**src/rtl/ysyx_22050550_pcgen.sv**
```systemverilog
// Program-counter generator for the IFU front end: holds the fetch PC, applies
// prioritised trap/branch redirects, supports halt/resume, and hosts a small
// return-address stack used by the decoder for call/return prediction.
module ysyx_22050550_pcgen #(
  parameter int unsigned XLEN       = 64,
  parameter logic [63:0] RESET_PC   = 64'h8000_0000,
  parameter int unsigned INST_BYTES = 4,
  parameter int unsigned RAS_DEPTH  = 4
) (
  input  logic            clock,
  input  logic            reset,
  output logic            out_valid,
  input  logic            out_ready,
  output logic [XLEN-1:0] out_pc,
  input  logic            trap_valid,
  input  logic [XLEN-1:0] trap_pc,
  input  logic            br_valid,
  input  logic [XLEN-1:0] br_pc,
  input  logic            halt_req,
  output logic            halted,
  input  logic            ras_push,
  input  logic [XLEN-1:0] ras_push_pc,
  input  logic            ras_pop,
  output logic [XLEN-1:0] ras_top,
  output logic            ras_empty
);

  localparam int unsigned PtrW = (RAS_DEPTH > 1) ? $clog2(RAS_DEPTH) : 1;
  localparam int unsigned CntW = PtrW + 1;
  localparam logic [XLEN-1:0] ResetPc = RESET_PC[XLEN-1:0];

  typedef enum logic [1:0] {StIdle, StRun, StHalt} state_e;

  state_e          state_q, state_d;
  logic [XLEN-1:0] pc_q, pc_d;
  logic            fire;

  // A redirect cycle never presents a fetch request.
  assign out_valid = (state_q == StRun) && !trap_valid && !br_valid;
  assign fire      = out_valid && out_ready;
  assign out_pc    = pc_q;
  assign halted    = (state_q == StHalt);

  // Next state: trap always lands in RUN; IDLE lasts exactly one cycle.
  always_comb begin
    state_d = state_q;
    if (trap_valid) begin
      state_d = StRun;
    end else begin
      unique case (state_q)
        StIdle:  state_d = StRun;
        StRun:   if (halt_req) state_d = StHalt;
        StHalt:  state_d = StHalt;
        default: state_d = StIdle;
      endcase
    end
  end

  // Next PC in priority order: trap, branch (not in HALT), sequential fire, hold.
  always_comb begin
    pc_d = pc_q;
    if (trap_valid) begin
      pc_d = trap_pc;
    end else if (br_valid && (state_q != StHalt)) begin
      pc_d = {br_pc[XLEN-1:1], 1'b0};
    end else if (fire) begin
      pc_d = pc_q + XLEN'(INST_BYTES);
    end
  end

  // PC and state registers.
  always_ff @(posedge clock or negedge reset) begin
    if (!reset) begin
      state_q <= StIdle;
      pc_q    <= ResetPc;
    end else begin
      state_q <= state_d;
      pc_q    <= pc_d;
    end
  end

  // Return-address stack: circular buffer, oldest entry overwritten when full.
  logic [XLEN-1:0] ras_q [RAS_DEPTH];
  logic [PtrW-1:0] tp_q, tp_d, wr_idx;
  logic [CntW-1:0] cnt_q, cnt_d;
  logic            ras_we;

  assign ras_empty = (cnt_q == '0);
  assign ras_top   = ras_empty ? '0 : ras_q[tp_q];

  // RAS pointer/count update; push+pop on a non-empty stack replaces the top.
  always_comb begin
    tp_d   = tp_q;
    cnt_d  = cnt_q;
    ras_we = 1'b0;
    wr_idx = tp_q;
    if (ras_push && (!ras_pop || ras_empty)) begin
      tp_d   = tp_q + PtrW'(1);
      wr_idx = tp_q + PtrW'(1);
      ras_we = 1'b1;
      if (cnt_q != CntW'(RAS_DEPTH)) cnt_d = cnt_q + CntW'(1);
    end else if (ras_push && ras_pop) begin
      ras_we = 1'b1;
    end else if (ras_pop && !ras_empty) begin
      tp_d  = tp_q - PtrW'(1);
      cnt_d = cnt_q - CntW'(1);
    end
  end

  // RAS pointer and count registers.
  always_ff @(posedge clock or negedge reset) begin
    if (!reset) begin
      tp_q  <= '0;
      cnt_q <= '0;
    end else begin
      tp_q  <= tp_d;
      cnt_q <= cnt_d;
    end
  end

  // RAS entry storage.
  always_ff @(posedge clock or negedge reset) begin
    if (!reset) begin
      for (int i = 0; i < int'(RAS_DEPTH); i++) ras_q[i] <= '0;
    end else if (ras_we) begin
      ras_q[wr_idx] <= ras_push_pc;
    end
  end

endmodule

```
**config.mk**
```make
export PLATFORM = sky130hd
export DESIGN_NAME = ysyx_22050550_pcgen
export DESIGN_NICKNAME = d
export VERILOG_FILES = /design/src/rtl/ysyx_22050550_pcgen.sv
export SDC_FILE = /design/constraint.sdc
export NUM_CORES = 1
export LEC_CHECK = 0
export BUFFER_PORTS_ARGS = -buffer_cell sky130_fd_sc_hd__buf_2
export CAP_MARGIN = 0
export CORE_MARGIN = 3
export CORE_UTILIZATION = 58
export CTS_BUF_LIST = sky130_fd_sc_hd__clkbuf_2 sky130_fd_sc_hd__clkbuf_4 sky130_fd_sc_hd__clkbuf_8
export CTS_CLUSTER_DIAMETER = 100
export DETAILED_ROUTE_END_ITERATION = 6
export PLACE_DENSITY = 0.83
export SLEW_MARGIN = 20
export SYNTH_ARGS = -nofsm -noshare
export SYNTH_HDL_FRONTEND = slang
export SYNTH_SLANG_ARGS = --single-unit
```
**constraint.sdc**
```tcl
create_clock -name clock -period 2.6 [get_ports clock]
set_input_delay 0.39 -clock clock [delete_from_list [all_inputs] [get_ports clock]]
set_output_delay 0.39 -clock clock [all_outputs]
set_load 0.05 [all_outputs]
```
# After elaboration in Yosys (flattened, before gate mapping)

Cells that the tools add are included.

Multiplexer cells: 23
Magnitude comparators: 3
Bitwise operators: 2
Reductions and logical operators: 19
Equality and inequality tests: 7
Add/sub/neg operators: 5

Operator list:

| kind                                                                  | count |
|---|---|
| 64-bit 2-to-1 mux                                                     | 7 |
| 256-bit bitwise mux                                                   | 1 |
| 64-bit binary-select mux with 2-bit select                            | 1 |
| 64-bit demux with 2-bit select                                        | 1 |
| 64-bit by 3-bit adder with 64-bit output, second input constant       | 1 |
| 2-bit 2-to-1 mux                                                      | 6 |
| 3-bit 2-to-1 mux                                                      | 4 |
| 1-bit logical AND                                                     | 8 |
| 3-bit >= comparator, second input constant                            | 2 |
| 3-bit inequality test, second input constant                          | 2 |
| 2-bit inverter with 3-bit output                                      | 2 |
| 2-bit case mux with 3 select lines                                    | 1 |
| 1-bit logical NOT                                                     | 4 |
| 2-bit inequality test, second input constant                          | 2 |
| 3-bit by 1-bit adder with 3-bit output, second input constant         | 1 |
| 3-bit logical NOT                                                     | 1 |
| 3-bit by 1-bit < comparator with 1-bit output, second input constant  | 1 |
| 3-bit AND reduction                                                   | 1 |
| 3-bit nonzero test                                                    | 1 |
| 3-bit by 1-bit subtractor with 3-bit output, second input constant    | 1 |
| 2-bit by 1-bit adder with 2-bit output, second input constant         | 1 |
| 2-bit by 1-bit equality test with 1-bit output, second input constant | 1 |
| 2-bit equality test, second input constant                            | 1 |
| 2-bit logical NOT                                                     | 1 |
| other kinds (6)                                                       | 7 |

Register bits: 327
Input bits: 200
Logic and storage cells: 67

# Logic depth before layout (Yosys ltp)

Depth after elaboration: 10
Depth in mapped cells: 10

# Worst setup path after synthesis

Ideal clock, no wire load.

Path type: register -> output
Start point: reg tp_q[0]
End point: out ras_top[55]
Slack: -0.113 ns
Stages on the path, launching flop included: 6
Arrival: 2.323 ns
Cell sequence: dfrtp_1 -> clkbuf_1 -> buf_2 -> buf_1 -> mux4_2 -> nor2b_1

Longest elaborated chain between the ends: 5

Ends and longest elaborated chain:

| item                                                   | RTL line | text |
|---|---|---|
| start: declaration                                     | 84       | `logic [PtrW-1:0] tp_q, tp_d, wr_idx;` |
| start signal: assignment                               | 116      | `tp_q <= tp_d;` |
| 2-bit inverter with 3-bit output (implied by the code) | 89       | `assign ras_top = ras_empty ? '0 : ras_q[tp_q];` |
| 64-bit binary-select mux with 2-bit select             | 89       |  |
| 64-bit 2-to-1 mux (implied by the code) (2 in series)  | 89       |  |
| 64-bit 2-to-1 mux                                      | 89       |  |
| end: declaration                                       | 24       | `output logic [XLEN-1:0] ras_top,` |

Every way passes these cells. The select of a mux whose other input is x is not followed.

# Worst setup path after layout

Start point: reg tp_q[0]
End point: out ras_top[33]

Same word-level chain as after synthesis.

==> out/metrics.yaml <==
outcome: "complete, but fails checks"
violations: "negative setup slack"
synthDistinctLibCells: 77
cts_tree: "done"
die_w_microns: 177
io_buffers: 329
final_cell_mix: "dfrtp_1 (324), buf_2 (264), mux2_2 (253)"
critical_path_required_ns: 2.21
core_area_sq_um: 28800
cts.clk_slew.worst_paths_ns: 0.06
clock-sinks: 327
utilization: 0.745
rsz0062_at_grt: "yes"
rows: 62
synthXorXnorAreaFrac: 0.00979
nFillCells: 1834
timing.final.ws_setup_ns: -0.0834
drtPass1Iterations: 5
path_class: "flop to primary output"
ys.flop_type: "dfrtp_1"
cp_top_family: "buffers and inverters"
vdd_drop_max_uv: 900
p_leak_nw: 9.47
synth_top_family_by_area: "multiplexers"
synth_top_area_share: 0.480
synth_nets: 1624
cp.arrival_ns: 2.29
slowest_delay_ns: 0.50
slew_viol_final: 0
grt_max_degree: 73
synth_compound_area_frac: 0.0834
crit_path_end_kind: "primary output"
top_level_ports: 331
min_period_over_period: 1.03
synth_enable_flop_cells: 0
fin_worst_skew_ns: 0.0341
ys_ff_latch: 327
power.density_nw_per_um2: 1440
crit_top_cell: "buf_12"
drv_cap: 0
synthMuxAreaShare: 0.259
grt_first_pass_wirelength_microns: 78200
syn_area_sq_um: 17000
viasPerCell: 6.34
crit_path_max_fanout: 5
synth.top_cells.by_area: "dfrtp_1 (48%), mux2_2 (17%), mux4_2 (8.5%)"
synthAdderAreaFrac: 0.00412
period_needed_ns: 2.68
grt_pass1_vias: 14500
synthSimpleGateAreaFrac: 0.130
htreeDepth: 2
crit_buf_inv: 4
crit_chain: "buf_12, buf_12, clkbuf_16, mux4_2, nor2b_1, buf_6"
dieArea_sq_um: 31400
grt.total_usage: 0.316
crit_path_start_kind: "flop"
drtAntennaViolNets: 0
antenna_found_initial: 8
drive_gt1_frac: 0.480
initial_core_util: 0.591
nNetsFinal: 1986
timing.fmax_ghz: 0.373
dr.first_iter.drc_count: 1178
cts_buffer_depth: 3
final_common_cell: "dfrtp_1"
worst_hold_path_type: "primary input to flop"
ys_warn_count: 0
place.gp.congestion: 0.977
setup_viol: 28
synth_top_cell_by_area: "dfrtp_1"
gr-total-overflow: 0
r2r_slack_ns: 0.10
yosysSeqAreaShare: 0.481
dp_slack_ns: 0.149
synth_cells: 1419
routedWlPerCell_microns: 23.9
synth-async-reset-ratio: 1.00
vias: 14000
cp_slowest_cell: "dfrtp_4"
avgSynthCellArea_sq_um: 12.0
worst_pin_slew_ns: 0.876
drc: 0
cts-buffers-inserted: 55
relSlewSlack: 0.414
clk_latency_ns: 0.60
dpl.hpwl_microns: 33500
fp.dieH_microns: 177
finalHoldViolations: 0
wirelength_microns: 52900
syn_to_final_growth_pct: 26.0
cts-root-buf: "clkbuf_8"
==> metal layers <==
layer / up-vias / share of wire / global-route usage
met5: - / 0.00083 / 0
met4: 8 / 0.048 / 0.155
met3: 171 / 0.076 / 0.0626
met2: 720 / 0.50 / 0.516
met1: 7088 / 0.38 / 0.407
li1: 6016 / - / -
==> kinds of logic after synthesis <==
kind of cell,after synthesis
XOR/XNOR,19
AND/OR/NAND/NOR,399
AO/OA/AOI/OAI,218
multiplexers,328
adder cells (fa/ha/maj),5
buffers and inverters,123
flip-flops,327
==> area by class of cell <==
type	count	area [sq um]	area share
inverters	18	67.6	0.00315
well taps	384	480	0.0224
diodes	8	20.0	0.000934
clock buffers	81	1010	0.0471
clock inverters	13	116	0.00543
multi-input cells	969	8470	0.395
flip-flops and latches	327	8190	0.382
repair buffers	410	3080	0.144
==> power breakdown <==
part	internal, W	leakage, nW	switching [W]
logic	0.00781	4.99	0.00936
registers	0.00739	3.87	0.00155
clock network	0.00259	0.606	0.00214
==> through the flow <==
step / instance area, sq um / total power [W] / TNS [ns] / hold slack [ns] / cells
6_report: 21400 / 0.0308 / -0.891 / 0.0223 / 2210
5_1_grt: 21400 / 0.0320 / -3.65 / 0.0325 / 2206
4_1_cts: 21100 / 0.0296 / -1.95 / 0.00226 / 2196
3_5_place_dp: 19500 / 0.0232 / 0 / 0.406 / 2092
3_3_place_gp: 19500 / 0.0226 / 0 / 0.396 / 2092
2_1_floorplan: 17000 / 0.0194 / 0 / 0.0944 / 1419
==> synthesized netlist by cell type, types with 25 or more instances <==
master,number
dfrtp_1,326
mux2_2,253
nand2_1,85
nor2b_1,67
clkbuf_1,64
mux4_2,64
o21ai_0,61
a21oi_1,48
nor2_1,48
nand3_1,44
and3_1,31
nor3_1,28
buf_2,25
==> final timing paths <==
kind	cells after the start	endpoint	start
min in group asynchronous	2	ras_q[141]	reset
max in group asynchronous	3	ras_q[110]	reset
setup / recovery	6	ras_top[33]	tp_q[0]
hold reg to reg	1	ras_q[207]	ras_q[207]
setup reg to reg	6	out_pc[50]	out_pc[14]
hold / removal	3	out_pc[54]	trap_pc[54]
==> worst min-delay path: stages <==
cell,delay [ns]
buf_2,0.08
nand2_1,0.05
o221ai_1,0.06
==> registers in the layout, indices dropped and copies added, names as in the netlist <==
| name | flops |
|---|---|
| state_q | 2 |
| cnt_q | 3 |
| tp_q | 2 |
| ras_q | 256 |
| out_pc | 64 |
==> timing repair <==
action                                  in CTS  in global routing
hold buffers                                 2                  0
buffers inserted                             6                  2
endpoints found under the setup margin      65                 65
endpoints found under the hold margin       67                  0
cloned                                       2                  4
gates resized for setup                    116                 55
Note: power is estimated with default switching activity, not from simulation.
